## src/rtl/hazard_ctrl.sv

```systemverilog
// rtl/hazard_ctrl.sv - pipeline sequencer: load-use/branch hazards, imem/dmem stalls, wrong-path kill
// Mealy outputs over a three-state fetch tracker plus saturating perf counters.
module hazard_ctrl #(
  parameter int CNT_W = 32
) (
  input  logic             clk_i,
  input  logic             rst_i,
  input  logic [4:0]       id_rs_i,
  input  logic [4:0]       id_rt_i,
  input  logic             id_uses_rt_i,
  input  logic             ex_memread_i,
  input  logic [4:0]       ex_rd_i,
  input  logic             branch_taken_i,
  input  logic             imem_stall_i,
  input  logic             dmem_stall_i,
  output logic             pc_write_o,
  output logic             ifid_write_o,
  output logic             ifid_flush_o,
  output logic             idex_flush_o,
  output logic             pipe_hold_o,
  output logic [CNT_W-1:0] stall_cnt_o,
  output logic [CNT_W-1:0] redirect_cnt_o
);

  typedef enum logic [1:0] {
    RUN        = 2'd0,
    IWAIT      = 2'd1,
    IWAIT_KILL = 2'd2
  } state_t;

  state_t state, state_next;
  logic   lu;
  logic   redirect_inc;

  assign lu = ex_memread_i && (ex_rd_i != 5'd0) &&
              ((ex_rd_i == id_rs_i) || (id_uses_rt_i && (ex_rd_i == id_rt_i)));

  always_comb begin
    pc_write_o   = 1'b0;
    ifid_write_o = 1'b0;
    ifid_flush_o = 1'b0;
    idex_flush_o = 1'b0;
    pipe_hold_o  = 1'b0;
    redirect_inc = 1'b0;
    state_next   = state;
    if (rst_i) begin
      ifid_flush_o = 1'b1;
      idex_flush_o = 1'b1;
    end else if (dmem_stall_i) begin
      pipe_hold_o = 1'b1;
    end else begin
      case (state)
        RUN: begin
          if (lu) begin
            idex_flush_o = 1'b1;
          end else if (imem_stall_i) begin
            // The fetch in flight keeps its latched address; a redirect here
            // makes its eventual return wrong-path.
            ifid_flush_o = 1'b1;
            pc_write_o   = branch_taken_i;
            redirect_inc = branch_taken_i;
            state_next   = branch_taken_i ? IWAIT_KILL : IWAIT;
          end else if (branch_taken_i) begin
            pc_write_o   = 1'b1;
            ifid_flush_o = 1'b1;
            redirect_inc = 1'b1;
          end else begin
            pc_write_o   = 1'b1;
            ifid_write_o = 1'b1;
          end
        end
        IWAIT: begin
          if (imem_stall_i) begin
            ifid_flush_o = 1'b1;
          end else begin
            pc_write_o   = 1'b1;
            ifid_write_o = 1'b1;
            state_next   = RUN;
          end
        end
        IWAIT_KILL: begin
          ifid_flush_o = 1'b1;
          if (!imem_stall_i) begin
            state_next = RUN;
          end
        end
        default: begin
          state_next = RUN;
        end
      endcase
    end
  end

  always_ff @(posedge clk_i) begin
    if (rst_i) begin
      state          <= RUN;
      stall_cnt_o    <= '0;
      redirect_cnt_o <= '0;
    end else begin
      state <= state_next;
      if (!pc_write_o && (stall_cnt_o != '1)) begin
        stall_cnt_o <= stall_cnt_o + CNT_W'(1);
      end
      if (redirect_inc && (redirect_cnt_o != '1)) begin
        redirect_cnt_o <= redirect_cnt_o + CNT_W'(1);
      end
    end
  end

endmodule

```

## config.mk

```make
export PLATFORM = sky130hd
export DESIGN_NAME = hazard_ctrl
export DESIGN_NICKNAME = d
export VERILOG_FILES = /design/src/rtl/hazard_ctrl.sv
export SDC_FILE = /design/constraint.sdc
export NUM_CORES = 1
export LEC_CHECK = 0
export BUFFER_PORTS_ARGS = -buffer_cell sky130_fd_sc_hd__buf_2
export CAP_MARGIN = 20
export CORE_MARGIN = 1
export CORE_UTILIZATION = 52
export CTS_CLUSTER_SIZE = 28
export DETAILED_ROUTE_END_ITERATION = 10
export GPL_ROUTABILITY_DRIVEN = 1
export PLACE_DENSITY = 0.77
export SYNTH_ARGS = -nofsm -noshare
export SYNTH_HDL_FRONTEND = slang
export SYNTH_SLANG_ARGS = --single-unit
```

## constraint.sdc

```tcl
create_clock -name clk_i -period 3.95 [get_ports clk_i]
set_clock_uncertainty 0.2 [all_clocks]
set_input_delay 0.1975 -clock clk_i [delete_from_list [all_inputs] [get_ports clk_i]]
set_output_delay 0.1975 -clock clk_i [all_outputs]
set_load 0.03 [all_outputs]
```

**Word level (Yosys, flattened, before mapping)**

Index checks and enable logic that the tools add are counted.

- Flip-flop bits (word level): 66
- Bits of input ports: 22
- Logic and storage cells: 61

- $add $sub $neg: 2
- Equality and inequality tests: 9
- Multiplexer cells: 35
- Bitwise logic cells: 1
- Reduce and logical (&&, ||, !) cells: 11

Operator list:

| cell | number |
|---|---|
| $add A32 B1 Y32 const B | 2 |
| $ne A32 B32 Y1 const B | 2 |
| $mux W1 | 27 |
| $eq A5 B5 Y1 | 2 |
| $mux W2 | 4 |
| $ne A2 B2 Y1 const B | 3 |
| $logic_and A1 B1 Y1 | 5 |
| $reduce_bool A5 Y1 | 1 |
| $pmux W1 S2 | 2 |
| $pmux W2 S2 | 1 |
| $reduce_and A4 Y1 | 1 |
| $pmux W1 S3 | 1 |
| $eq A2 B1 Y1 const B | 1 |
| $eq A2 B2 Y1 const B | 1 |
| $logic_not A2 Y1 | 1 |
| $reduce_or A2 Y1 | 1 |
| $logic_not A1 Y1 | 1 |
| $logic_or A1 B1 Y1 | 1 |
| $not A1 Y1 | 1 |

**Depth between registers and ports, before layout**

Gate-level depths: netlist of run 1.

- Depth after elaboration: 10
- Depth in mapped cells: 11
- Mapped depth without buffers: 8

**Worst setup path after synthesis of run 1**

Ideal clock, no wire load.

- Kind: input to output
- Start point: input port ex_rd_i[1]
- End point: output port ifid_flush_o
- Arrival: 2.447 ns
- Data required time: 3.553 ns
- Setup slack: 1.106 ns
- Stages on the path: 6
- Path buffers: 1
- Path through: or4_1 o21a_1 a21boi_4 clkbuf_1 o21a_1 o41ai_1

- Word-level cells in the longest chain between the ends: 8
- Elaborated cells between the ends (all ways): 11

RTL lines:

| element | RTL line | source |
|---|---|---|
| from (decl) | 12 | `input logic [4:0] ex_rd_i,` |
| $eq A5 B5 Y1 | 36 | `((ex_rd_i == id_rs_i) \|\| (id_uses_rt_i && (ex_rd_i == id_rt_i)));` |
| $logic_and A1 B1 Y1 | 36 |  |
| $logic_or A1 B1 Y1 | 36 |  |
| $logic_and A1 B1 Y1 * | 35 | `assign lu = ex_memread_i && (ex_rd_i != 5'd0) &&` |
| $mux W1 * | 54 | `if (lu) begin` |
| $pmux W1 S3 * | 52 | `case (state)` |
| $mux W1 * | 49 | `end else if (dmem_stall_i) begin` |
| $mux W1 * | 46 | `if (rst_i) begin` |
| to (decl) | 18 | `output logic ifid_flush_o,` |

Mark *: on every way between the ends. The rest lies on a longest branch, timed or not.

**Worst setup path after layout of run 1**

- Start point: register state[0]
- End point: register stall_cnt_o[4]

- Word-level cells in the longest chain between the ends: 6
- Elaborated cells between the ends (all ways): 7

RTL lines:

| element | RTL line | source |
|---|---|---|
| from (decl) | 31 | `state_t state, state_next;` |
| from (signal assigned) | 100 | `state <= state_next;` |
| $eq A2 B1 Y1 / $logic_not A2 Y1 (equally long branches) | 52 |  |
| $pmux W1 S2 * | 52 |  |
| $mux W1 * | 49 |  |
| $mux W1 * | 46 |  |
| $logic_not A1 Y1 * | 101 | `if (!pc_write_o && (stall_cnt_o != '1)) begin` |
| $logic_and A1 B1 Y1 * | 101 |  |
| to (signal assigned) | 102 | `stall_cnt_o <= stall_cnt_o + CNT_W'(1);` |
| to (decl) | 21 | `output logic [CNT_W-1:0] stall_cnt_o,` |

Marks and branches as above.
A chain may end at the register's enable or synchronous reset.

==> impl.org, run 1 <==
** Critical path
- In this run the critical register-to-register path is launched from state[0].
- Startpoint type of the worst setup path :: flop
- The slowest stage of the critical path belongs to the cell sky130_fd_sc_hd__and2_1.
- Critical path's top delay family :: simple AND/OR/NAND/NOR gates
- Capturing element type of the critical path :: flop
- Tracing the worst setup path back leads to its startpoint at state[0].
- The critical path goes through inv_1 > ha_1 > nor3b_1 > nand2_1 > a31oi_1 > and2_1 > buf_4 > o311ai_0 > o41ai_1.
- The critical path contains buffers and inverters numbering 2 combined.
- The critical path in this run is classified as flop to flop.
- CP Max Fanout :: 21
- STA puts the critical path data required time at ~4000 ps.
- For this run, the slowest stage of the critical path takes 600 ps.
- Data arrival, critical path :: roughly 2900 ps

** Final layout
- Cells fill a little over three fifths of the core in the end.
- Cell area after layout :: about 0.0046 mm^2
- Number of antenna repair diodes :: 0
- Once layout is complete, the cells apart from fillers number between 600 and 700.
- Filler cell count :: 662
- The library cell used most frequently in the layout, excluding fill and tap cells, is sky130_fd_sc_hd__buf_2.
- In the layout the commonest cells are sky130_fd_sc_hd__buf_2 (90), sky130_fd_sc_hd__dfxtp_1 (66), sky130_fd_sc_hd__a21oi_1 (40).
- At the end of the flow, the number of nets in the layout was 589.
- The post-route netlist has about a quarter of its cells at a drive strength greater than 1.
- Layout area overhead :: 16.0%

** Timing
- Measured against its own limit, the worst slew margin works out to 55.9%.
- Max-slew violation count :: 0
- Final hold analysis gives a worst-case slack of approximately 93 ps.
- For the final routed database, the setup TNS stands at 0 ps.
- Setup repair after global routing left no endpoint under its margin.
- Across all setup checks in the final design, the least slack found is about 1100 ps.
- Setup violations remaining at the end of the flow were counted as 0.
- Measured slew at the worst slew-check pin :: about 660 ps
- In the finished design, the share of the clock period the worst path needs comes to 72.0%.
- The count of endpoints failing hold in the final timing report was 0.
- For this run, the top clock speed supported by timing is between 300 and 400 MHz.
- Period minus WS final :: 2840 ps

** CTS
- TritonCTS clock tree :: done
- Number of gates resized after cts :: 0
- Clock-pin slew was measured on the worst setup and hold paths at around 70 ps.
- In this run, CTS created clock tree buffers numbering 9.
- Master cell of the clock root buffer :: sky130_fd_sc_hd__clkbuf_8
- Clock insertion delay at the later pin of the skew report :: around 330 ps
- Number of H-tree branching levels :: 3
- In this run the post-CTS setup repair buffer count came out at 0.
- Clock Path Buffers :: 2
- The clock drives 66 sinks.

** Run
- Number of max-capacitance violations reported :: 0

** Route
- Remaining number of nets flagged by the antenna check after routing :: 0
- Average vias per placed instance :: 6.08
- In the routed design, unresolved DRC markers number 0.
- Summed over all layers, the routed wires come to 9.83 mm.
- Initial drt markers :: approximately 300
- In the final routed layout, each cell accounts on average for 14.8 um.
- For this run, the detailed router's first-pass iteration total came to 5.
- Vias after detailed routing :: between 4000 and 5000

** Floorplanning
- The floorplan step defined a core boundary enclosing approximately 0.0073 mm^2.
- Total number of placement rows :: 31
- For this design the top-level I/O count stands at 91.
- The initial utilization of the core area, before any placement, comes to between 50% and 60%.
- Die outline width :: 89.4 um
- The die covers ~0.008 mm^2.
- Measured along the y axis, the die boundary spans approximately 89 um.

** Placed design
- Cells after DPL :: ~650
- Gpl congestion :: between 0.8 and 0.9
- Half-perimeter wire length of the detailed placement result :: about 7.0 mm
- Standard cell area after detailed placement :: between 0.004 and 0.005 mm^2
- In this run the tool buffered the top-level ports with 90 buffer cells.
- Minimum setup slack after placement :: 1150 ps

** Yosys
- After technology mapping, the gate count stands at approximately 490.
- Post-synth top area share :: between 30% and 40%
- Mean instance size in the synthesized netlist :: ~8.2 um^2
- Among all flip-flop cells after synthesis, the most frequent one is sky130_fd_sc_hd__dfxtp_1.
- Yosys printed 0 warnings.
- The synthesized design spends more area on one cell type than any other, namely sky130_fd_sc_hd__dfxtp_1.
- For this run, the register share of the synthesized area comes to 33.3%.
- Netlist Area Pre-Place :: approximately 0.0040 mm^2
- Number of synthesized flops with an enable pin :: 0
- Number of different library cells in the post-synthesis netlist :: 52
- Proportion of synthesized flip-flops having asynchronous set or reset :: 0%
- Dominant cells by area after synthesis :: sky130_fd_sc_hd__dfxtp_1 (33%), sky130_fd_sc_hd__a21oi_1 (5.0%), sky130_fd_sc_hd__mux2_2 (4.5%)
- Nets in the synthesized netlist :: just over 500
- Synthesis-stage register bit count :: 66

** GRT
- Global routing usage summed across all routing layers :: 24.8%
- Number of antenna violations at the first check in global routing :: 0
- The number of global-route vias before repair is between 3000 and 4000.
- Sum of overflow across all layers after global routing :: 0
- The first global-routing pass estimated around 16 mm of wire.
- Pin count of the biggest net entering global routing :: 60

** Power and ir drop
- Cell internal power was estimated by the tool at ~960 uW.
- Pleak :: about 1.8 nW
- Sequential cells account for between 50 and 60% of the total power.
- Logic pwr share :: between 10% and 20%
- The design draws ~1.3 mW.
- In this run the power density over the cells is around 280 mW/mm^2.
- Relative contribution of the clock network to total power :: between 30% and 40%
- Worst voltage drop across the vdd grid :: ~0.18 mV
- Power spent charging and discharging nets :: approximately 350 uW
- Of the total power, the share spent switching nets is 26.8%.

** Min path
- Hold path startpoint :: dmem_stall_i
- The tightest min-delay check is of the primary input to flop type.

** Run status
- The flow ran to the end, and the final reports show no timing, DRC or antenna violations.
==> routing by layer <==
layer | track usage, % | routed length [um] | up-vias
met2 | 40.5 | 4630 | 116
met1 | 33.5 | 4630 | 1912
met4 | 8.23 | 124 | 0
li1 | - | - | 2003
met5 | 0 | 0 | -
met3 | 3.88 | 438 | 12
==> power groups by stage <==
stage,combinational (mW),clock (mW),sequential (mW)
final,0.131,0.497,0.676
after global routing,0.145,0.543,0.677
after CTS,0.131,0.513,0.676
after detailed placement,0.129,0,0.692
after global placement,0.126,0,0.691
after floorplan,0.0856,0,0.699
==> worst register-to-register path, cell delays in order, from the launching register on <==
cell,delay [ps]
sky130_fd_sc_hd__dfxtp_1,330
sky130_fd_sc_hd__inv_1,110
sky130_fd_sc_hd__ha_1,290
sky130_fd_sc_hd__nor3b_1,260
sky130_fd_sc_hd__nand2_1,80
sky130_fd_sc_hd__a31oi_1,300
sky130_fd_sc_hd__and2_1,600
sky130_fd_sc_hd__buf_4,310
sky130_fd_sc_hd__o311ai_0,160
sky130_fd_sc_hd__o41ai_1,100
==> timing repair <==
action,in CTS,in global routing
endpoints found under the hold margin,2,0
hold buffers,1,0
setup endpoints to repair,0,0
==> kinds of logic after synthesis <==
logic type / after synthesis / share of synthesized area, %
XOR/XNOR: 10 / 2.21
multiplexers: 20 / 5.64
buffers and inverters: 42 / 4.79
AND/OR/NAND/NOR: 237 / 35.4
AO/OA/AOI/OAI: 105 / 16.8
adder cells (fa/ha/maj): 6 / 1.89
flip-flops: 66 / 33.3
==> cell usage after synthesis, drive strengths merged, types with 2 or more instances <==
cell type and instances:
inv 12, o21a 5, o21ai 22, o41ai 6, o211ai 2, o311ai 4
nor2 28, and3 18, mux2 19, nand4 27, and2 3, and4 11
nor3b 2, nor2b 18, nor4 11, nand3b 2, dfxtp 66, or3 20
nand3 26, clkbuf 17, ha 6, buf 13, a21oi 40, nand2b 2
or2 3, nor3 14, o31ai 16, xnor2 3, nor4b 3, or4 18
xor2 7, o31a 2, nand2 27
==> worst paths after layout <==
check,slack [ps],to,cells after the start
max,1110,stall_cnt_o[4],9
min,90,state[0],3
max reg2reg,1110,stall_cnt_o[4],9
min reg2reg,290,stall_cnt_o[31],2
==> final cells by class <==
class,count,area (um^2),area share (%)
Multi-Input combinational cell,378,2460,53.4
Sequential cell,66,1320,28.7
Timing Repair Buffer,94,483,10.5
Clock buffer,11,141,3.07
Tap cell,99,124,2.69
Inverter,12,45.0,0.979
Clock inverter,5,30.0,0.653
==> flip-flops by register name, summed over array words and instances (netlist names) <==
register and flops:
stall_cnt_o 32, redirect_cnt_o 32, state 2
Note: power is estimated with default switching activity, not from simulation.
==> inputs of run 2 (changes only) <==
Settings changed: CORE_UTILIZATION 52 to 49, PLACE_DENSITY 0.77 to 0.76.
Clock period 3.95 ns to 2.55 ns, I/O delays scaled along.
==> run 2 against run 1 <==
Net effect:
- utilization rose by 0.79 points
- total power rose by 65%
- sequential share of layout area shrank 1.9 points
- sequential power up 55%
- critical path type is now flop to output port
- largest power group unchanged
==> impl.org, run 2 (synthesis gave the netlist of run 1 again) <==
** Final layout
- The top cell types in the final layout, fill and taps aside, are sky130_fd_sc_hd__buf_2 (90), sky130_fd_sc_hd__dfxtp_1 (65), sky130_fd_sc_hd__a21oi_1 (40).
- From synthesis to final layout, the design area changed by 24.4%.
- Cell Count, Final, Fillers Out :: 698 (+5.0%)
- Most common cell after layout, fill and taps aside :: sky130_fd_sc_hd__buf_2
- The final standard cell area without fillers was 0.00494 mm^2 (+7.3%).
- The net total in the final layout is 619 (+5.1%).
- Number of antenna repair diodes :: 0 (unchanged)
- Registers with the highest flip-flop counts :: redirect_cnt_o: 32 flops, stall_cnt_o: 32 flops, state: 2 flops
- Share of post-route cells with drive strength above 1 :: 30.0% (+6.4 points)

** Floorplanning
- The horizontal die dimension was 92.0 um (+2.9%).
- The area enclosed by the die boundary was 0.00846 mm^2 (+6.0%).
- The area inside the core boundary came to 0.00777 mm^2 (+6.0%).
- Die span in y :: 92.0 um (+2.9%)
- The standard-cell row count was 32 (+3.2%).
- The number of top-level pins was 91 (unchanged).
- The initial core utilization is 51.1% (-3.0 points).

** Critical path
- Startpoint type of the worst setup path :: flop
- Most frequent CP cell :: sky130_fd_sc_hd__nand2_1
- Data arrival, critical path :: 2130 ps (-740 ps)
- The combined buffer and inverter count along the critical path came to 3 (+1).
- Chain of cells forming the critical path :: inv_1 > ha_2 > nor3b_4 > nand2_1 > a31oi_1 > buf_4 > nand2_1 > nand2_1 > buf_2
- The biggest fanout along the worst timing path came to 5 (-76%).
- On the critical path, the stage with the largest delay is an instance of sky130_fd_sc_hd__dfxtp_1.
- Kind of critical path :: flop to output port
- The delay of the slowest cell on the worst path is 340 ps (-260 ps).
- Critical path's top delay family :: simple AND/OR/NAND/NOR gates
- The worst setup path is captured at an output port.
- Worst Path Required :: 2220 ps (-1760 ps)

** Run
- The count of max-cap constraint violations came to 0 (unchanged).

** Timing
- Max-slew violation count :: 0 (unchanged)
- Period minus WS final :: 2460 ps
- Max-slew headroom :: 67.6% (+12 points)
- Static timing analysis puts the maximum clock frequency at between 400 and 500 MHz.
- Worst hold margin :: 38.2 ps (-54.4 ps)
- The number of endpoints failing setup at the final stage is 0 (unchanged).
- Final hold violations :: 0 (unchanged)
- Post-route fraction of the period consumed by the critical path :: between 90% and 100%
- Setup repair after global routing could not meet its margin everywhere.
- The transition time of the tightest slew-check pin is 485 ps (-176 ps).
- Final worst-path setup slack :: 89.6 ps (-1020 ps)

** Power and ir drop
- The total design power came to 2.15 mW (+65%).
- Cell area power density :: 436 mW/mm^2 (+54%)
- The worst supply voltage drop on vdd came to 0.293 mV (+63%).
- The reported leakage power was 2.02 nW (+9.8%).

** GRT
- The wire length of the first global-routing pass is 17.2 mm (+9.5%).
- Sum of overflow across all layers after global routing :: 0 (unchanged)
- The initial antenna violation count is 0 (unchanged).
- The maximum number of pins on one net before global-route repair was 49 (-18%).
- Number of global-route vias before repair :: 3703 (+8.1%)
- The global-route usage over all layers is 25.0% (+0.16 points).

** CTS
- The clock latency reported for the late side of the worst-skew pair came to 350 ps (+20 ps).
- Clock tree synthesis selected as its root buffer the cell sky130_fd_sc_hd__clkbuf_8.
- The total clock sinks was 66 (unchanged).
- The deepest clock path buffer count came to 2 (unchanged).
- Number of H-tree branching levels :: 3 (unchanged)
- Number of buffers inserted during clock tree synthesis :: 9 (unchanged)
- TritonCTS clock tree :: done
- Clock slew seen by the registers of the worst setup and hold paths :: 70 ps (about the same)

** Route
- The count of nets left with antenna violations after detail routing came to 0 (unchanged).
- WL per Instance :: 15.3 um (+3.5%)
- Initial drt markers :: 232 (-22%)
- Residual DRC count :: 0 (unchanged)
- Overall routed net length :: 10.7 mm (+8.6%)
- Average vias per placed instance :: 6.03 (-0.75%)
- Vias after detailed routing :: 4212 (+4.2%)
- Pre-antenna DRT Iters :: 4 (-1)

** Min path
- The worst hold path belongs to the class primary input to flop.

** Run status
- Run status :: complete, no violations

** Placed design
- Standard cell area after detailed placement :: 0.00466 mm^2 (+5.5%)
- PortBufs :: 90 (unchanged)
- The half-perimeter wire length after detailed placement was 7.58 mm (+7.6%).
- Gpl congestion :: 0.888 (+8.0%)
- The count of placed standard cells including taps came to 680 (+4.9%).
- Minimum setup slack after placement :: 68.1 ps (-1080 ps)
## run 2: worst paths after layout
path / startpoint / to / slack (ps) / depth (start not counted)
max reg2reg: state[1] / stall_cnt_o[15] / 90 / 8
max: state[0] / pc_write_o / 90 / 9
min reg2reg: stall_cnt_o[31] / stall_cnt_o[31] / 280 / 2
min: imem_stall_i / state[0] / 40 / 3
## run 2: timing repair
| item | 4_1_cts | 5_1_grt |
|---|---|---|
| endpoints found under the setup margin | 0 | 33 |
| hold buffers | 1 | 0 |
| buffers inserted | 0 | 1 |
| hold endpoints to repair | 2 | 0 |
| gates resized for setup | 0 | 14 |
## run 2: power breakdown
group          internal, mW  total (mW)  switching, mW
Sequential             1.04        1.05        0.00956
Clock                 0.449       0.875          0.426
Combinational        0.0847       0.231          0.146
Total                  1.57        2.15          0.581
## run 2: stage by stage
stage	setup TNS (ps)	utilization (%)
after floorplan	0	-
after global routing	-96.4	63.5
after CTS	0	62.6
after global placement	0	60.0
final	0	63.5
after detailed placement	0	60.0
## run 2: routing by layer
layer / vias up / track usage [%] / wire length [um]
li1: 2055 / - / -
met1: 1994 / 32.7 / 4770
met2: 150 / 40.7 / 5120
met3: 13 / 4.48 / 653
met4: 0 / 9.51 / 126
met5: - / 0 / 0
## run 2: cell type report
type | count | area [um^2]
clock buffers | 9 | 124
clock inverters | 7 | 70.1
fillers | 695 | 2830
inverters | 12 | 45.0
multi-input cells | 378 | 2530
flip-flops and latches | 66 | 1320
well taps | 102 | 128
repair buffers | 124 | 721
## run 2: worst min-delay path, cell delays in order
cell	delay, ps
sky130_fd_sc_hd__buf_2	140
sky130_fd_sc_hd__nor4bb_1	150
sky130_fd_sc_hd__o2bb2ai_1	120
==> inputs of run 3 (changes only) <==
Settings changed: SETUP_SLACK_MARGIN set to 0.5.
==> run 3 against run 2 <==
Net effect:
- clock-buffer cell count rose by 2
- sequential share of layout area down 5.3 points
- critical path depth decreased by 1
- total power rose by 5.5%
- critical path type is now flop to flop
- largest cell class unchanged
==> impl.org, run 3 (synthesis gave the netlist of run 1 again) <==
** GRT
- Wire length of the first global-routing pass :: 22.4 mm (+30%)
- Number of antenna violations at the first check in global routing :: 0 (unchanged)
- Sum of overflow across all layers after global routing :: 0 (unchanged)
- The global-route met1 utilization was 41.0% (+8.3 points).
- Met2 Use GR :: 54.3% (+14 points)
- Busiest metal layer after global routing :: met2
- The global-route usage over all layers came to 33.1% (+8.1 points).
- Pin count of the biggest net entering global routing :: 82 (+67%)
- Number of global-route vias before repair :: 4485 (+21%)
- GR Util met3 :: 5.06% (+0.58 points)

** Placed design
- The number of I/O port buffers is 90 (unchanged).
- Gpl congestion :: 0.841 (-5.3%)
- Half-perimeter wire length of the detailed placement result :: 7.54 mm (-0.58%)

** CTS
- Clock slew seen by the registers of the worst setup and hold paths :: 80 ps (about the same)
- CTS Sinks :: 66 (unchanged)
- The clock latency reported for the late side of the worst-skew pair was 370 ps (+20 ps).
- Master cell of the clock root buffer :: sky130_fd_sc_hd__clkbuf_8
- Number of buffers inserted during clock tree synthesis :: 9 (unchanged)
- Number of H-tree branching levels :: 3 (unchanged)
- Clock Path Buffers :: 2 (unchanged)
- TritonCTS built the clock tree.

** Min path
- In this run the most critical hold path is launched from imem_stall_i.
- Hold Path End :: state[0]
- The cell depth of the worst hold path was 3 (unchanged).
- The min-delay analysis places its worst path in the category primary input to flop.

** Critical path
- Worst path max stage delay :: 360 ps (+20 ps)
- The critical path is of the flop to flop type.
- In this run the critical register-to-register path is captured at stall_cnt_o[3].
- Startpoint type of the worst setup path :: flop
- Worst reg-to-reg setup slack :: 140 ps (+50 ps)
- The count of cells along the worst register-to-register path came to 8 (unchanged).
- In this design, the critical path's most frequently occurring cell is sky130_fd_sc_hd__buf_4.
- The slowest stage of the critical path belongs to the cell sky130_fd_sc_hd__dfxtp_2.
- Broken down by cell family, the worst path's largest delay share belongs to simple AND/OR/NAND/NOR gates.
- The endpoint required time on the critical path was 2640 ps (+420 ps).
- Data arrival, critical path :: 2500 ps (+370 ps)
- Critical path origin :: stall_cnt_o[7]
- Capturing element type of the critical path :: flop
- The combined buffer and inverter count along the critical path is 2 (-1).
- Startpoint of the worst register-to-register path :: stall_cnt_o[7]
- CP Max Fanout :: 7 (+2)
- The critical path goes through nand4_1 > buf_4 > nor3_4 > nand3_4 > nand3b_1 > buf_4 > o21ai_1 > a21oi_4.

** Timing
- Final Setup Violations :: 0 (unchanged)
- Max-slew headroom :: 53.3% (-14 points)
- Setup repair after global routing could not meet its margin everywhere.
- The final-report max-slew violation count is 0 (unchanged).
- The transition time of the tightest slew-check pin is 700 ps (+215 ps).
- The final worst-path cycle share was 94.5% (-2.0 points).
- The timing-limited maximum frequency was 415 MHz (+2.1%).
- Setup_tns :: 0 ps (unchanged)
- Final hold violations :: 0 (unchanged)
- The clock period minus final worst setup slack was 2410 ps (-50.1 ps).
- Worst hold margin :: 47.1 ps (+8.85 ps)

** Power and ir drop
- Cell area power density :: 334 mW/mm^2 (-23%)
- The total design power came to 2.27 mW (+5.5%).
- The worst supply voltage drop on vdd is 0.267 mV (-9.1%).
- The reported leakage power came to 2.70 nW (+34%).

** Final layout
- The net total in the final layout was 699 (+13%).
- Commonest non-fill, non-tap cells in the layout :: sky130_fd_sc_hd__buf_2 (87), sky130_fd_sc_hd__buf_4 (73), sky130_fd_sc_hd__dfxtp_4 (30)
- The share of cells above drive strength 1 was 63.2% (+33 points).
- In the final layout, the registers with the most flip-flops are redirect_cnt_o: 32 flops, stall_cnt_o: 32 flops, state: 2 flops.
- Layout Utilization :: 87.5% (+24 points)
- Compared with the post-synthesis result, the final layout area differs by 71.4%.
- The library cell used most frequently in the layout, excluding fill and tap cells, is sky130_fd_sc_hd__buf_2.

** Floorplanning
- Ports :: 91 (unchanged)
- Die span in y :: 92.0 um (unchanged)
- The area enclosed by the die boundary was 0.00846 mm^2 (unchanged).
- The initial core utilization is 51.1% (unchanged).
- Core area :: 0.00777 mm^2 (unchanged)
- The horizontal die dimension is 92.0 um (unchanged).
- The standard-cell row count came to 32 (unchanged).

** Route
- Vias after detailed routing :: 5449 (+29%)
- Initial drt markers :: 395 (+70%)
- The via-per-instance ratio came to 6.99 (+16%).
- WL per Instance :: 24.4 um (+60%)
- The remaining routing DRC violations came to 0 (unchanged).
- The overall routed net length came to 19.0 mm (+78%).
- Remaining number of nets flagged by the antenna check after routing :: 0 (unchanged)
- Pre-antenna DRT Iters :: 5 (+1)

** Run status
- Run status :: complete, no violations

** Run
- The count of max-cap constraint violations was 0 (unchanged).
[run 3: worst reg2reg max path, stage by stage, from the launching register on]
cell	delay, ps
sky130_fd_sc_hd__dfxtp_2	360
sky130_fd_sc_hd__nand4_1	290
sky130_fd_sc_hd__buf_4	260
sky130_fd_sc_hd__nor3_4	290
sky130_fd_sc_hd__nand3_4	150
sky130_fd_sc_hd__nand3b_1	310
sky130_fd_sc_hd__buf_4	180
sky130_fd_sc_hd__o21ai_1	110
sky130_fd_sc_hd__a21oi_4	190
[run 3: area by class of cell]
type | count | area, um^2
Clock inverter | 5 | 28.8
Timing Repair Buffer | 200 | 1550
Antenna cell | 1 | 2.50
Fill cell | 346 | 967
Multi-Input combinational cell | 382 | 3440
Tap cell | 102 | 128
Sequential cell | 66 | 1460
Clock buffer | 11 | 141
Inverter | 12 | 50.0
[run 3: through the flow]
step	cells	area, um^2	worst slack [ps]
finish	779	6800	140
CTS	734	5840	327
global placement	659	4840	229
floorplan	486	4340	356
global route	778	6800	109
detailed placement	659	4840	160
[run 3: worst max path at each step]
| stage | end | slack [ps] | cells past startpoint |
|---|---|---|---|
| final | stall_cnt_o[3] | 140 | 8 |
| after global routing | stall_cnt_o[8] | 110 | 9 |
| after CTS | stall_cnt_o[24] | 330 | 8 |
| after detailed placement | redirect_cnt_o[26] | 160 | 7 |
| after global placement | stall_cnt_o[17] | 230 | 7 |
| after floorplan | stall_cnt_o[15] | 360 | 9 |
[run 3: timing repair]
item                                    4_1_cts  5_1_grt
resized for setup                            76      137
hold buffers                                  1        0
cloned                                        6        4
endpoints found under the setup margin       61       67
setup buffers                                52       40
pin swaps                                    57       70
hold endpoints to repair                      2        0
[run 3: where the power goes]
group | total [mW] | internal [mW] | switching (mW)
clock | 0.832 | 0.375 | 0.457
combinational | 0.414 | 0.177 | 0.237
sequential | 1.03 | 1.01 | 0.0138
[run 3: layer usage]
metal	vias to the layer above	wire, um
li1	2240	-
met1	2543	6590
met2	492	8820
met3	174	1940
met4	0	1650
met5	-	0
